--- config.mk ---
export PLATFORM = sky130hd
export DESIGN_NAME = seg_scan_driver
export DESIGN_NICKNAME = d
export VERILOG_FILES = /design/src/rtl/seg_scan_driver.sv
export SDC_FILE = /design/constraint.sdc
export NUM_CORES = 1
export LEC_CHECK = 0
export ABC_AREA = 1
export BUFFER_PORTS_ARGS = -buffer_cell sky130_fd_sc_hd__buf_2
export CORE_ASPECT_RATIO = 0.6
export CORE_MARGIN = 3
export CORE_UTILIZATION = 48
export DETAILED_ROUTE_END_ITERATION = 8
export GPL_TIMING_DRIVEN = 0
export PLACE_DENSITY = 0.68
export SETUP_SLACK_MARGIN = 0.3
export SYNTH_ARGS = -nofsm -noshare
export SYNTH_HDL_FRONTEND = slang
export SYNTH_SLANG_ARGS = --single-unit
--- constraint.sdc ---
create_clock -name clk -period 3 [get_ports clk]
set_input_delay 0 -clock clk [delete_from_list [all_inputs] [get_ports clk]]
set_output_delay 0 -clock clk [all_outputs]
set_load 0.03 [all_outputs]
--- src/rtl/seg_scan_driver.sv ---
// -----------------------------------------------------------------------------
// seg_scan_driver
//   Time-multiplexed driver for an eight-digit, active-low seven-segment
//   display. Each digit is lit for SCAN_DIV clocks. New data is staged in a
//   pending register. It moves into the displayed shadow register only at the
//   7-to-0 digit wrap, so a frame never mixes old and new data.
//
// Parameters
//   SCAN_DIV  clocks each digit stays lit (must be >= 2)
//
// Ports
//   clk       system clock, rising edge
//   Rst_n     asynchronous active-low reset
//   data      value to display; nibble k drives digit k
//   load      capture data into the pending register (sampled every edge)
//   all8      lamp test: every segment and dp lit
//   blank_lz  blank digits above the highest non-zero nibble
//   dp_mask   bit k lights the decimal point of digit k
//   which     index of the active digit
//   seg       registered segments, active-low; seg[7]=dp, seg[6:0]=g..a
//   upd_ack   one-cycle pulse when pending data becomes the shadow
//   frame     one-cycle pulse on the terminal-count cycle of digit 7
// -----------------------------------------------------------------------------
module seg_scan_driver #(
    parameter int unsigned SCAN_DIV = 50000
) (
    input  logic        clk,
    input  logic        Rst_n,
    input  logic [31:0] data,
    input  logic        load,
    input  logic        all8,
    input  logic        blank_lz,
    input  logic [7:0]  dp_mask,
    output logic [2:0]  which,
    output logic [7:0]  seg,
    output logic        upd_ack,
    output logic        frame
);

    localparam int unsigned       CNT_W   = $clog2(SCAN_DIV);
    localparam logic [CNT_W-1:0]  CNT_MAX = CNT_W'(SCAN_DIV - 1);

    logic [CNT_W-1:0] r_cnt;
    logic [2:0]       r_which;
    logic [31:0]      r_shadow;
    logic [31:0]      r_pend;
    logic             r_pend_vld;
    logic [7:0]       r_seg;

    logic             w_tc;
    logic             w_boundary;
    logic             w_xfer;
    logic [31:0]      w_shifted;
    logic [3:0]       w_nib;
    logic             w_blank;
    logic [6:0]       w_glyph;
    logic [7:0]       w_seg_next;

    assign w_tc       = (r_cnt == CNT_MAX);
    assign w_boundary = w_tc && (r_which == 3'd7);
    assign w_xfer     = w_boundary && r_pend_vld;

    // Both pulses are decoded from registered state only, so they are clean
    // for the whole boundary cycle and line up with the edge that applies it.
    assign frame   = w_boundary;
    assign upd_ack = w_xfer;
    assign which   = r_which;
    assign seg     = r_seg;

    // Scan counter and digit index.
    // NOTE: all state uses non-blocking assignments so every register samples
    // values from before the edge; blocking here would create ordering races.
    always_ff @(posedge clk or negedge Rst_n) begin
        if (!Rst_n) begin
            r_cnt   <= '0;
            r_which <= 3'd0;
        end else if (w_tc) begin
            r_cnt   <= '0;
            r_which <= r_which + 3'd1;
        end else begin
            r_cnt   <= r_cnt + CNT_W'(1);
        end
    end

    // Pending/shadow staging. A load on the boundary cycle lands in the
    // pending register; the transfer on that edge uses the old pending value.
    always_ff @(posedge clk or negedge Rst_n) begin
        if (!Rst_n) begin
            r_pend     <= '0;
            r_pend_vld <= 1'b0;
            r_shadow   <= '0;
        end else begin
            if (w_xfer) begin
                r_shadow <= r_pend;
            end
            if (load) begin
                r_pend     <= data;
                r_pend_vld <= 1'b1;
            end else if (w_xfer) begin
                r_pend_vld <= 1'b0;
            end
        end
    end

    // The active digit sits in the low nibble after shifting; the digit is
    // blanked when nothing non-zero remains at or above it (digit 0 excepted).
    assign w_shifted = r_shadow >> {r_which, 2'b00};
    assign w_nib     = w_shifted[3:0];
    assign w_blank   = blank_lz && (r_which != 3'd0) && (w_shifted == 32'd0);

    // NOTE: each always_comb output gets a default first, so no path through
    // the case can leave it unassigned and infer a latch.
    always_comb begin
        w_glyph = 7'h7F;
        unique case (w_nib)
            4'h0: w_glyph = 7'h40;
            4'h1: w_glyph = 7'h79;
            4'h2: w_glyph = 7'h24;
            4'h3: w_glyph = 7'h30;
            4'h4: w_glyph = 7'h19;
            4'h5: w_glyph = 7'h12;
            4'h6: w_glyph = 7'h02;
            4'h7: w_glyph = 7'h78;
            4'h8: w_glyph = 7'h00;
            4'h9: w_glyph = 7'h10;
            4'hA: w_glyph = 7'h08;
            4'hB: w_glyph = 7'h03;
            4'hC: w_glyph = 7'h46;
            4'hD: w_glyph = 7'h21;
            4'hE: w_glyph = 7'h06;
            4'hF: w_glyph = 7'h0E;
            default: w_glyph = 7'h7F;
        endcase
    end

    // Priority: lamp test, then blanking, then glyph with dp.
    always_comb begin
        w_seg_next = {~dp_mask[r_which], w_glyph};
        if (all8) begin
            w_seg_next = 8'h00;
        end else if (w_blank) begin
            w_seg_next = 8'hFF;
        end
    end

    // Segment register trails which by one cycle.
    always_ff @(posedge clk or negedge Rst_n) begin
        if (!Rst_n) begin
            r_seg <= 8'hFF;
        end else begin
            r_seg <= w_seg_next;
        end
    end

endmodule

==> results.py, run 1 <==
metrics = {
    "run_status": {
        "status": "completed",
    },
    "worst_setup_path": {
        "worstPathArrival_ns": 2.76,
        "r2r_cells": 16,
        "rrSetupSlack_ns": 0.50,
        "required_ns": 3.27,
        "crit_type": "reg -> reg",
        "path_common_cell": "nand2_1",
        "crit_fanout": 10,
        "worstReg2RegStart": "which[0]$_DFFE_PN0N_",
        "path_buf_inv": 3,
        "startpoint_type": "register",
        "r2r_end": "seg[0]$_DFF_PN1_",
        "cp_cell_sequence": "buf_4 > buf_6 > nand2_1 > nand3_1 > nand3_1 > nand2_2 > inv_2 > ha_1 > nand2_1 > a21oi_1 > o21ai_0 > nor2_1 > nand2_1 > nor2_2 > nand3_4 > a21oi_1",
        "cpPeakStageDelay_ns": 0.45,
        "cpLargestDelayFamily": "simple AND/OR/NAND/NOR gates",
        "crit_start": "which[0]$_DFFE_PN0N_",
        "slowest_stage": "dfrtp_2",
        "end_kind": "register",
    },
    "timing": {
        "rsz0062_at_grt": "true",
        "slew_viol_final": 0,
        "worst_pin_slew_ns": 0.672,
        "skew_ns": 0.00693,
        "min_period_ns": 2.50,
        "whs_ns": 0.0605,
        "setup_viol": 0,
        "period_share_pct": 83.3,
        "slew_headroom_pct": 55.2,
        "hold_viol": 0,
        "fmax_ghz": 0.400,
        "tns_ns": 0,
    },
    "detailed_routing": {
        "wirelength_um": 12100,
        "post_drt_wl_per_cell_um": 13.9,
        "vias_per_cell": 5.02,
        "num_vias": 4354,
        "route.detailed.drc": 0,
        "drt_iter0_drc": 277,
        "antenna_left": 0,
        "first_pass_iters": 4,
    },
    "clock_network": {
        "ctsHtreeMaxLevel": 3,
        "clk_pin_slew_ns": 0.07,
        "clk_latency_ns": 0.34,
        "cts_tree": "done",
        "cts_made_buffers": 9,
        "clock-sinks": 92,
        "clk_path_buf_depth": 2,
        "clockRootBuffer": "clkbuf_16",
    },
    "synthesis": {
        "synthArstFlopShare_pct": 100,
        "synth_flop_cell": "dfrtp_1",
        "yosysWarnings": 0,
        "yosysUniqueCellTypes": 35,
        "ys_seq_area_share_pct": 46.8,
        "synth_edf_count": 0,
        "yosysMostFrequentCell": "nand2_1",
        "syn_avg_cell_area_um2": 7.84,
        "synth_area_leaders": "dfrtp_1, nand2_1, inv_1",
        "yosysTopAreaCell": "dfrtp_1",
        "synthesis.area_um2": 4940,
        "synth_seq_cells": 92,
        "yosysTopAreaCellShare_pct": 42.5,
        "syn_nets": 685,
        "synthesis.instances": 630,
        "synth_common_cells": "nand2_1, dfrtp_1, inv_1, o21ai_0, nor2_1",
    },
    "global_routing": {
        "grt_pass1_vias": 4060,
        "grt_pass1_wl_um": 20200,
        "grt_overflow_total": 0,
        "track_usage_pct": 21.9,
        "antenna_found_initial": 0,
        "grt_max_degree": 64,
    },
    "worst_hold_path": {
        "hold_path_depth": 2,
        "min_to": "r_pend[6]$_DFFE_PN0P_",
        "hold_class": "in -> reg",
        "hp-start": "load",
    },
    "placement": {
        "dp_hpwl_um": 8930,
        "numPortBuffers": 55,
        "gp_congestion": 0.991,
        "dp.cells": 816,
    },
    "power_and_ir_drop": {
        "power_frac_comb_pct": 6.7,
        "fin_total_pwr_uw": 2550,
        "leakagePower_uw": 0.00308,
        "p_seq_share_pct": 50.7,
        "switching_power_uw": 614,
        "p_sw_share_pct": 24.1,
        "clock_power_share_pct": 42.6,
        "power_per_cell_area_nw_per_um2": 420,
        "internal-power_uw": 1940,
        "vdd_ir_drop_max_mv": 0.358,
    },
    "floorplan": {
        "die_x_um": 137,
        "start_util_pct": 51.5,
        "die_h_um": 84.6,
        "coreArea_um2": 9590,
        "die_area_um2": 11600,
        "row_count": 27,
        "io_pins": 58,
    },
    "finish": {
        "areaGrowthSynthToFinish_pct": 22.8,
        "stdcell_count": 867,
        "nets": 787,
        "drive_gt1_share_pct": 21.0,
        "final_core_util_pct": 63.3,
        "antenna_cells": 0,
    },
    "flow_run": {
        "drv_cap": 0,
    },
}
-- metrics by stage --
stage / area, µm² / setup slack, ns
2_1_floorplan: 4940 / 0.740
3_3_place_gp: 5380 / 0.397
3_5_place_dp: 5410 / 0.358
4_1_cts: 6030 / 0.331
5_1_grt: 6070 / 0.275
6_report: 6070 / 0.502
-- what timing repair did --
| item | 4_1_cts | 5_1_grt |
|---|---|---|
| resized for setup | 0 | 9 |
| hold endpoints to repair | 68 | 0 |
| endpoints found under the setup margin | 0 | 8 |
| hold buffers | 34 | 0 |
| setup buffers | 0 | 1 |
-- routing by layer --
metal	wire [µm]	GRT usage, %	share of wire, %	vias to the layer above
met2	5130	32.1	43	120
met4	87	4.53	0.72	0
met5	0	0	0	-
met3	648	4.19	5.4	9
li1	-	-	-	2171
met1	6200	33.8	51	2054
-- registers in the layout, summed over array words and instances, names as in the netlist --
| register | cells |
|---|---|
| r_cnt | 16 |
| r_pend | 32 |
| r_pend_vld | 1 |
| r_shadow | 32 |
| seg | 8 |
| which | 3 |
-- logic make-up after synthesis --
| logic type | count (synthesis) | synth area share [%] |
|---|---|---|
| xor+xnor | 7 | 1.24 |
| buf+inv | 111 | 10.1 |
| compound gates | 107 | 13.2 |
| simple gates | 303 | 26.1 |
| fa+ha+maj | 10 | 2.53 |
| flops | 92 | 46.8 |
-- worst register-to-register path, delay by kind of cell (launching register included) --
kind	cells	cell delay (ns)
and+or+nand+nor	9	0.91
AOI/OAI and AO/OA	3	0.41
buffers and inverters	3	0.48
DFF	1	0.45
adders and majority gates	1	0.17
-- how the worst max path moves through the flow --
stage | to | cells past startpoint
after floorplan | seg[0]$_DFF_PN1_ | 15
after global placement | seg[2]$_DFF_PN1_ | 15
after detailed placement | seg[0]$_DFF_PN1_ | 15
after CTS | seg[0]$_DFF_PN1_ | 15
after global routing | seg[3]$_DFF_PN1_ | 16
final | seg[0]$_DFF_PN1_ | 16
-- power by group through the flow --
stage | registers, µW | logic, µW | clock network, µW
after floorplan | 1320 | 59.9 | 0
after global placement | 1310 | 129 | 0
after detailed placement | 1310 | 140 | 0
after CTS | 1290 | 174 | 1120
after global routing | 1290 | 197 | 1160
final | 1290 | 171 | 1090
-- cell usage in the layout, fill, tap and decap left out, drive strengths merged, types with 2 or more instances in the layout --
cell type	instances
nand2	214
inv	88
dfrtp	84
o21ai	82
buf	75
nor2	45
nand3	36
dlygate4sd3	34
clkbuf	19
a21oi	18
ha	10
dfstp	8
xor2	6
nand4	3
o211ai	2
nand3b	2
o22ai	2
clkinv	2
nor3	2
-- area by class of cell --
| cell class | instances | area [µm²] |
|---|---|---|
| buffer | 27 | 188 |
| clock buffer | 10 | 229 |
| clock inverter | 6 | 55.1 |
| fill | 864 | 3520 |
| inverter | 84 | 315 |
| multi-input combinational | 427 | 2150 |
| sequential | 92 | 2310 |
| tap | 130 | 163 |
| timing repair buffer | 91 | 653 |
(Power assumes the default switching activity.)
==> run 2, diff against run 1 <==
Settings changed: ABC_AREA 1 to 0.
Clock period 3 ns to 2.4 ns, I/O delays scaled along.
==> run 2 against run 1 <==
- the run now ends with negative setup slack left
- synthesized area shrank 11%
- critical path depth down 6
- cell count shrank 34%
- final area down 6.7%
- combinational power up 18%
- highest routed layer unchanged
- largest cell class unchanged
- critical path type unchanged
- worst setup slack got worse by 0.78 ns
- synthesized cell count down 45%
- non-clock buffer count fell by 2
==> results.py, run 2 <==
metrics = {
    "floorplan": {
        "row_count": 26,
        "die_area_um2": 10400,
        "die_x_um": 130,
        "coreArea_um2": 8720,
        "start_util_pct": 50.5,
        "die_h_um": 80.2,
        "io_pins": 58,
    },
    "synthesis": {
        "yosysUniqueCellTypes": 45,
        "yosysTopAreaCell": "dfrtp_1",
        "synthesis.instances": 345,
        "synth_flop_cell": "dfrtp_1",
        "synth_edf_count": 0,
        "synthArstFlopShare_pct": 100,
        "synth_seq_cells": 92,
        "yosysMostFrequentCell": "dfrtp_1",
        "synth_common_cells": "dfrtp_1, mux2_2, nor2_1, mux2i_1, o21ai_0",
        "yosysTopAreaCellShare_pct": 47.7,
        "yosysWarnings": 0,
        "ys_seq_area_share_pct": 52.5,
        "syn_avg_cell_area_um2": 12.8,
        "syn_nets": 400,
        "synth_area_leaders": "dfrtp_1, mux2_2, dfstp_2",
        "synthesis.area_um2": 4410,
    },
    "worst_setup_path": {
        "required_ns": 2.66,
        "crit_type": "reg -> reg",
        "crit_fanout": 8,
        "end_kind": "register",
        "startpoint_type": "register",
        "worstPathArrival_ns": 2.93,
    },
    "run_status": {
        "violations": "negative setup slack",
        "status": "finished, violations left",
    },
    "power_and_ir_drop": {
        "vdd_ir_drop_max_mv": 0.327,
        "leakagePower_uw": 0.00265,
        "power_per_cell_area_nw_per_um2": 563,
    },
    "placement": {
        "dp_slack_ns": -0.558,
        "numPortBuffers": 56,
        "dp_hpwl_um": 6910,
        "gp_congestion": 0.811,
    },
    "timing": {
        "slew_headroom_pct": 54.1,
        "fmax_ghz": 0.374,
        "period_share_pct": 111,
        "hold_viol": 0,
        "slew_viol_final": 0,
        "worst_pin_slew_ns": 0.682,
        "skew_ns": 0.00481,
        "min_period_ns": 2.67,
        "setup_viol": 8,
        "rsz0062_at_grt": "true",
        "fin_ws_ns": -0.274,
        "tns_ns": -1.98,
    },
    "detailed_routing": {
        "vias_per_cell": 5.43,
        "drt_iter0_drc": 170,
        "antenna_left": 0,
        "wirelength_um": 9720,
        "first_pass_iters": 5,
        "post_drt_wl_per_cell_um": 17.0,
        "num_vias": 3111,
        "route.detailed.drc": 0,
    },
    "finish": {
        "fillCellCount": 666,
        "drive_gt1_share_pct": 41.4,
        "nets": 511,
        "antenna_cells": 0,
        "final_cell_mix": "dfrtp_1, mux2_2, buf_2",
        "mostFrequentLayoutCell": "dfrtp_1",
        "areaGrowthSynthToFinish_pct": 28.6,
        "top_regs": "r_pend (32), r_shadow (32), r_cnt (16)",
    },
    "global_routing": {
        "antenna_found_initial": 0,
        "grt_pass1_wl_um": 15800,
        "grt_max_degree": 50,
        "grt_overflow_total": 0,
        "grt_pass1_vias": 3144,
        "track_usage_pct": 19.9,
    },
    "flow_run": {
        "drv_cap": 0,
    },
    "clock_network": {
        "ctsHtreeMaxLevel": 3,
        "clock-sinks": 92,
        "cts_tree": "done",
        "clk_path_buf_depth": 2,
        "cts_made_buffers": 9,
        "clockRootBuffer": "clkbuf_16",
        "clk_latency_ns": 0.34,
        "clk_pin_slew_ns": 0.06,
    },
    "worst_hold_path": {
        "hold_class": "in -> reg",
    },
}
[run 2: timing repair]
item / 4_1_cts / 5_1_grt
pin swaps: 2 / 1
gates cloned: 0 / 0
endpoints found under the setup margin: 39 / 50
hold buffers: 34 / 0
endpoints found under the hold margin: 76 / 0
gates resized for setup: 10 / 11
buffers inserted: 8 / 1
[run 2: cell families (layout without fill, tap and decap cells)]
kind of cell / count (synthesis) / count (layout) / synth area share [%]
DFF: 92 / 92 / 52.5
muxes: 87 / 87 / 24.0
and+or+nand+nor: 77 / 77 / 9.40
AOI/OAI and AO/OA: 39 / 39 / 5.71
buffers and inverters: 27 / 143 / 2.98
xor gates and xnor gates: 13 / 13 / 2.58
adders and majority gates: 10 / 10 / 2.84
[run 2: layer usage]
layer  GRT usage [%]  share of wire, %
met1            29.2                49
met2            28.5                43
met3            5.98               6.6
met5            1.07                 0
met4            5.50               1.1
[run 2: worst paths after layout]
| kind | slack [ns] | to | start | cells after the start |
|---|---|---|---|---|
| worst max-delay path | -0.27 | seg[4]$_DFF_PN1_ | which[1]$_DFFE_PN0N_ | 10 |
| worst min-delay path | 0.13 | r_pend[0]$_DFFE_PN0P_ | load | 2 |
| worst max register to register | -0.27 | seg[4]$_DFF_PN1_ | which[1]$_DFFE_PN0N_ | 10 |
| worst min register to register | 0.47 | r_cnt[0]$_DFF_PN0_ | r_cnt[0]$_DFF_PN0_ | 1 |
| max in group asynchronous | 1.53 | seg[1]$_DFF_PN1_ | Rst_n | 3 |
| min in group asynchronous | 0.21 | r_shadow[2]$_DFFE_PN0P_ | Rst_n | 2 |
[run 2: cell type report]
| type | count | area (µm²) | share of cell area (%) |
|---|---|---|---|
| sequential | 92 | 2310 | 40.8 |
| multi-input combinational | 226 | 2060 | 36.3 |
| clock buffer | 12 | 256 | 4.53 |
| tap | 112 | 140 | 2.47 |
| buffer | 16 | 106 | 1.88 |
| timing repair buffer | 100 | 718 | 12.7 |
| inverter | 11 | 41.3 | 0.729 |
| clock inverter | 4 | 32.5 | 0.574 |
[run 2: critical path, stage by stage (launching register included)]
cell and delay (ns):
dfrtp_2 0.41, buf_8 0.13, mux4_2 0.51, mux2i_4 0.20
ha_2 0.22, nand2_2 0.07, a2111oi_4 0.19, o311ai_2 0.17
or4_4 0.45, buf_6 0.16, o211ai_1 0.09
[run 2: where the power goes]
group          leakage [µW]  switching, µW  internal, µW
Combinational       0.00134           81.3           120
Sequential          0.00116           31.6          1610
Clock              0.000141            582           766
Total               0.00265            695          2490
[run 2: metrics by stage]
| stage | area [µm²] | power [µW] | instances | util, % | hold WS [ns] |
|---|---|---|---|---|---|
| 3_5_place_dp | 4890 | 1830 | 514 | 56.1 | 0.0356 |
| 2_1_floorplan | 4440 | 1730 | 345 | - | -0.296 |
| 4_1_cts | 5610 | 3230 | 572 | 64.3 | 0.133 |
| 5_1_grt | 5660 | 3330 | 573 | 65.0 | 0.147 |
| 3_3_place_gp | 4860 | 1810 | 513 | 55.7 | 0.233 |
| 6_report | 5660 | 3190 | 573 | 65.0 | 0.133 |
==> run 3, diff against run 2 <==
Settings changed: GPL_TIMING_DRIVEN 0 to default.
==> run 3 against run 2 <==
- non-clock buffer count grew 3
- sequential cell count is the same
- the run still ends with negative setup slack left
- register-to-register slack gained 0.20 ns
- die area is the same
- combinational power shrank 2%
- worst setup slack gained 0.20 ns
- critical path depth shrank 2
- cell count grew 0.52%
- core utilization is essentially flat
- via count grew 0.23%
- highest routed layer unchanged
- sequential share of layout area is essentially flat
- power is essentially flat
==> results.py, run 3 (synthesis gave the netlist of run 2 again) <==
metrics = {
    "floorplan": {
        "die_area_um2": 10400,
        "row_count": 26,
        "io_pins": 58,
        "coreArea_um2": 8720,
        "start_util_pct": 50.5,
        "die_h_um": 80.2,
        "die_x_um": 130,
    },
    "timing": {
        "skew_ns": 0.00783,
        "min_period_ns": 2.48,
        "tns_ns": -0.403,
        "fmax_ghz": 0.404,
        "setup_viol": 8,
        "period_share_pct": 103,
        "slew_headroom_pct": 48.8,
        "hold_viol": 0,
        "slew_viol_final": 0,
        "worst_pin_slew_ns": 0.768,
        "fin_ws_ns": -0.0758,
        "rsz0062_at_grt": "true",
    },
    "finish": {
        "areaGrowthSynthToFinish_pct": 28.6,
        "drive_gt1_share_pct": 42.5,
        "nets": 514,
        "fin_area_um2": 5670,
        "final_cell_mix": "dfrtp_1, mux2_2, buf_2",
        "antenna_cells": 0,
        "mostFrequentLayoutCell": "dfrtp_1",
        "top_regs": "r_pend (32), r_shadow (32), r_cnt (16)",
    },
    "global_routing": {
        "grt_max_degree": 51,
        "grt_pass1_wl_um": 15900,
        "antenna_found_initial": 0,
        "grt_pass1_vias": 3028,
        "track_usage_pct": 20.0,
        "grt_overflow_total": 0,
    },
    "detailed_routing": {
        "route.met3.wl_um": 645,
        "vias_per_cell": 5.41,
        "route.detailed.drc": 0,
        "first_pass_iters": 4,
        "post_drt_wl_per_cell_um": 16.8,
        "drt_iter0_drc": 225,
        "antenna_left": 0,
        "wl_met1_um": 4820,
        "routed-wl-met2_um": 4160,
        "top_layer": "met4",
        "wirelength_um": 9700,
        "num_vias": 3118,
    },
    "placement": {
        "numPortBuffers": 57,
        "dp_hpwl_um": 6910,
        "dp_slack_ns": -0.346,
        "placed_area_um2": 5000,
        "gp_congestion": 0.863,
    },
    "worst_setup_path": {
        "crit_type": "reg -> reg",
        "cpPeakStageDelay_ns": 0.55,
        "path_buf_inv": 0,
        "crit_fanout": 8,
        "cp_cell_sequence": "mux4_2 > mux2i_4 > ha_2 > nand2_2 > a2111oi_4 > o311ai_1 > or4_4 > o211ai_1",
        "startpoint_type": "register",
        "crit_cells": 8,
        "rrSetupSlack_ns": -0.08,
        "worstPathArrival_ns": 2.73,
        "r2r_cells": 8,
        "required_ns": 2.66,
        "cpLargestDelayFamily": "multiplexers",
        "end_kind": "register",
        "slowest_stage": "mux4_2",
    },
    "power_and_ir_drop": {
        "vdd_ir_drop_max_mv": 0.382,
        "clock_power_share_pct": 42.4,
        "p_sw_share_pct": 23.4,
        "p_seq_share_pct": 51.4,
        "power_per_cell_area_nw_per_um2": 563,
        "leakagePower_uw": 0.00265,
        "internal-power_uw": 2440,
        "switching_power_uw": 745,
        "power_frac_comb_pct": 6.2,
    },
    "worst_hold_path": {
        "hold_class": "in -> reg",
        "hold_path_depth": 4,
    },
    "run_status": {
        "violations": "negative setup slack",
        "status": "finished, violations left",
    },
    "clock_network": {
        "clockRootBuffer": "clkbuf_16",
        "ctsHtreeMaxLevel": 3,
        "clk_pin_slew_ns": 0.07,
        "clk_path_buf_depth": 2,
        "clk_latency_ns": 0.34,
        "cts_tree": "done",
        "cts_made_buffers": 9,
        "clock-sinks": 92,
    },
    "flow_run": {
        "drv_cap": 0,
    },
}
-- run 3: final timing paths --
kind | start | endpoint
max in group asynchronous | Rst_n | seg[0]$_DFF_PN1_
setup reg to reg | which[1]$_DFFE_PN0N_ | seg[4]$_DFF_PN1_
hold / removal | dp_mask[4] | seg[7]$_DFF_PN1_
hold reg to reg | r_cnt[0]$_DFF_PN0_ | r_cnt[0]$_DFF_PN0_
setup / recovery | which[1]$_DFFE_PN0N_ | seg[4]$_DFF_PN1_
min in group asynchronous | Rst_n | r_cnt[11]$_DFF_PN0_
-- run 3: final cells by class --
cell class / count / area, µm²
Inverter: 11 / 41.3
Sequential cell: 92 / 2310
Multi-Input combinational cell: 226 / 2020
Fill cell: 655 / 3050
Clock buffer: 9 / 225
Tap cell: 112 / 140
Clock inverter: 7 / 58.8
Timing Repair Buffer: 119 / 863
-- run 3: metrics by stage --
| stage | hold WS (ns) | util (%) | std cells | power, µW |
|---|---|---|---|---|
| global route | 0.138 | 65.0 | 576 | 3320 |
| floorplan | -0.296 | - | 345 | 1730 |
| detailed placement | 0.0727 | 57.3 | 525 | 1830 |
| finish | 0.144 | 65.0 | 576 | 3190 |
| CTS | 0.129 | 64.7 | 576 | 3220 |
| global placement | 0.0654 | 57.3 | 525 | 1820 |
-- run 3: repair_timing --
action | CTS | global route
setup buffers | 1 | 0
hold endpoints to repair | 85 | 0
gates resized for setup | 6 | 4
setup endpoints to repair | 8 | 25
gates cloned | 0 | 0
hold buffers | 34 | 0
-- run 3: power groups by stage --
stage	registers (µW)	clock network [µW]	logic [µW]
6_report	1640	1350	197
5_1_grt	1650	1450	218
4_1_cts	1640	1380	199
3_5_place_dp	1670	0	155
3_3_place_gp	1670	0	149
2_1_floorplan	1660	0	71.0
-- run 3: worst reg2reg max path, cell delays in order, from the launching register on --
cell	delay (ns)
dfrtp_2	0.44
mux4_2	0.55
mux2i_4	0.17
ha_2	0.21
nand2_2	0.07
a2111oi_4	0.19
o311ai_1	0.14
or4_4	0.49
o211ai_1	0.12
-- run 3: per-layer routing --
| layer | up-vias | global-route usage [%] |
|---|---|---|
| li1 | 1486 | - |
| met1 | 1531 | 30.3 |
| met2 | 91 | 28.3 |
| met3 | 10 | 5.85 |
| met4 | 0 | 4.46 |
| met5 | - | 0 |
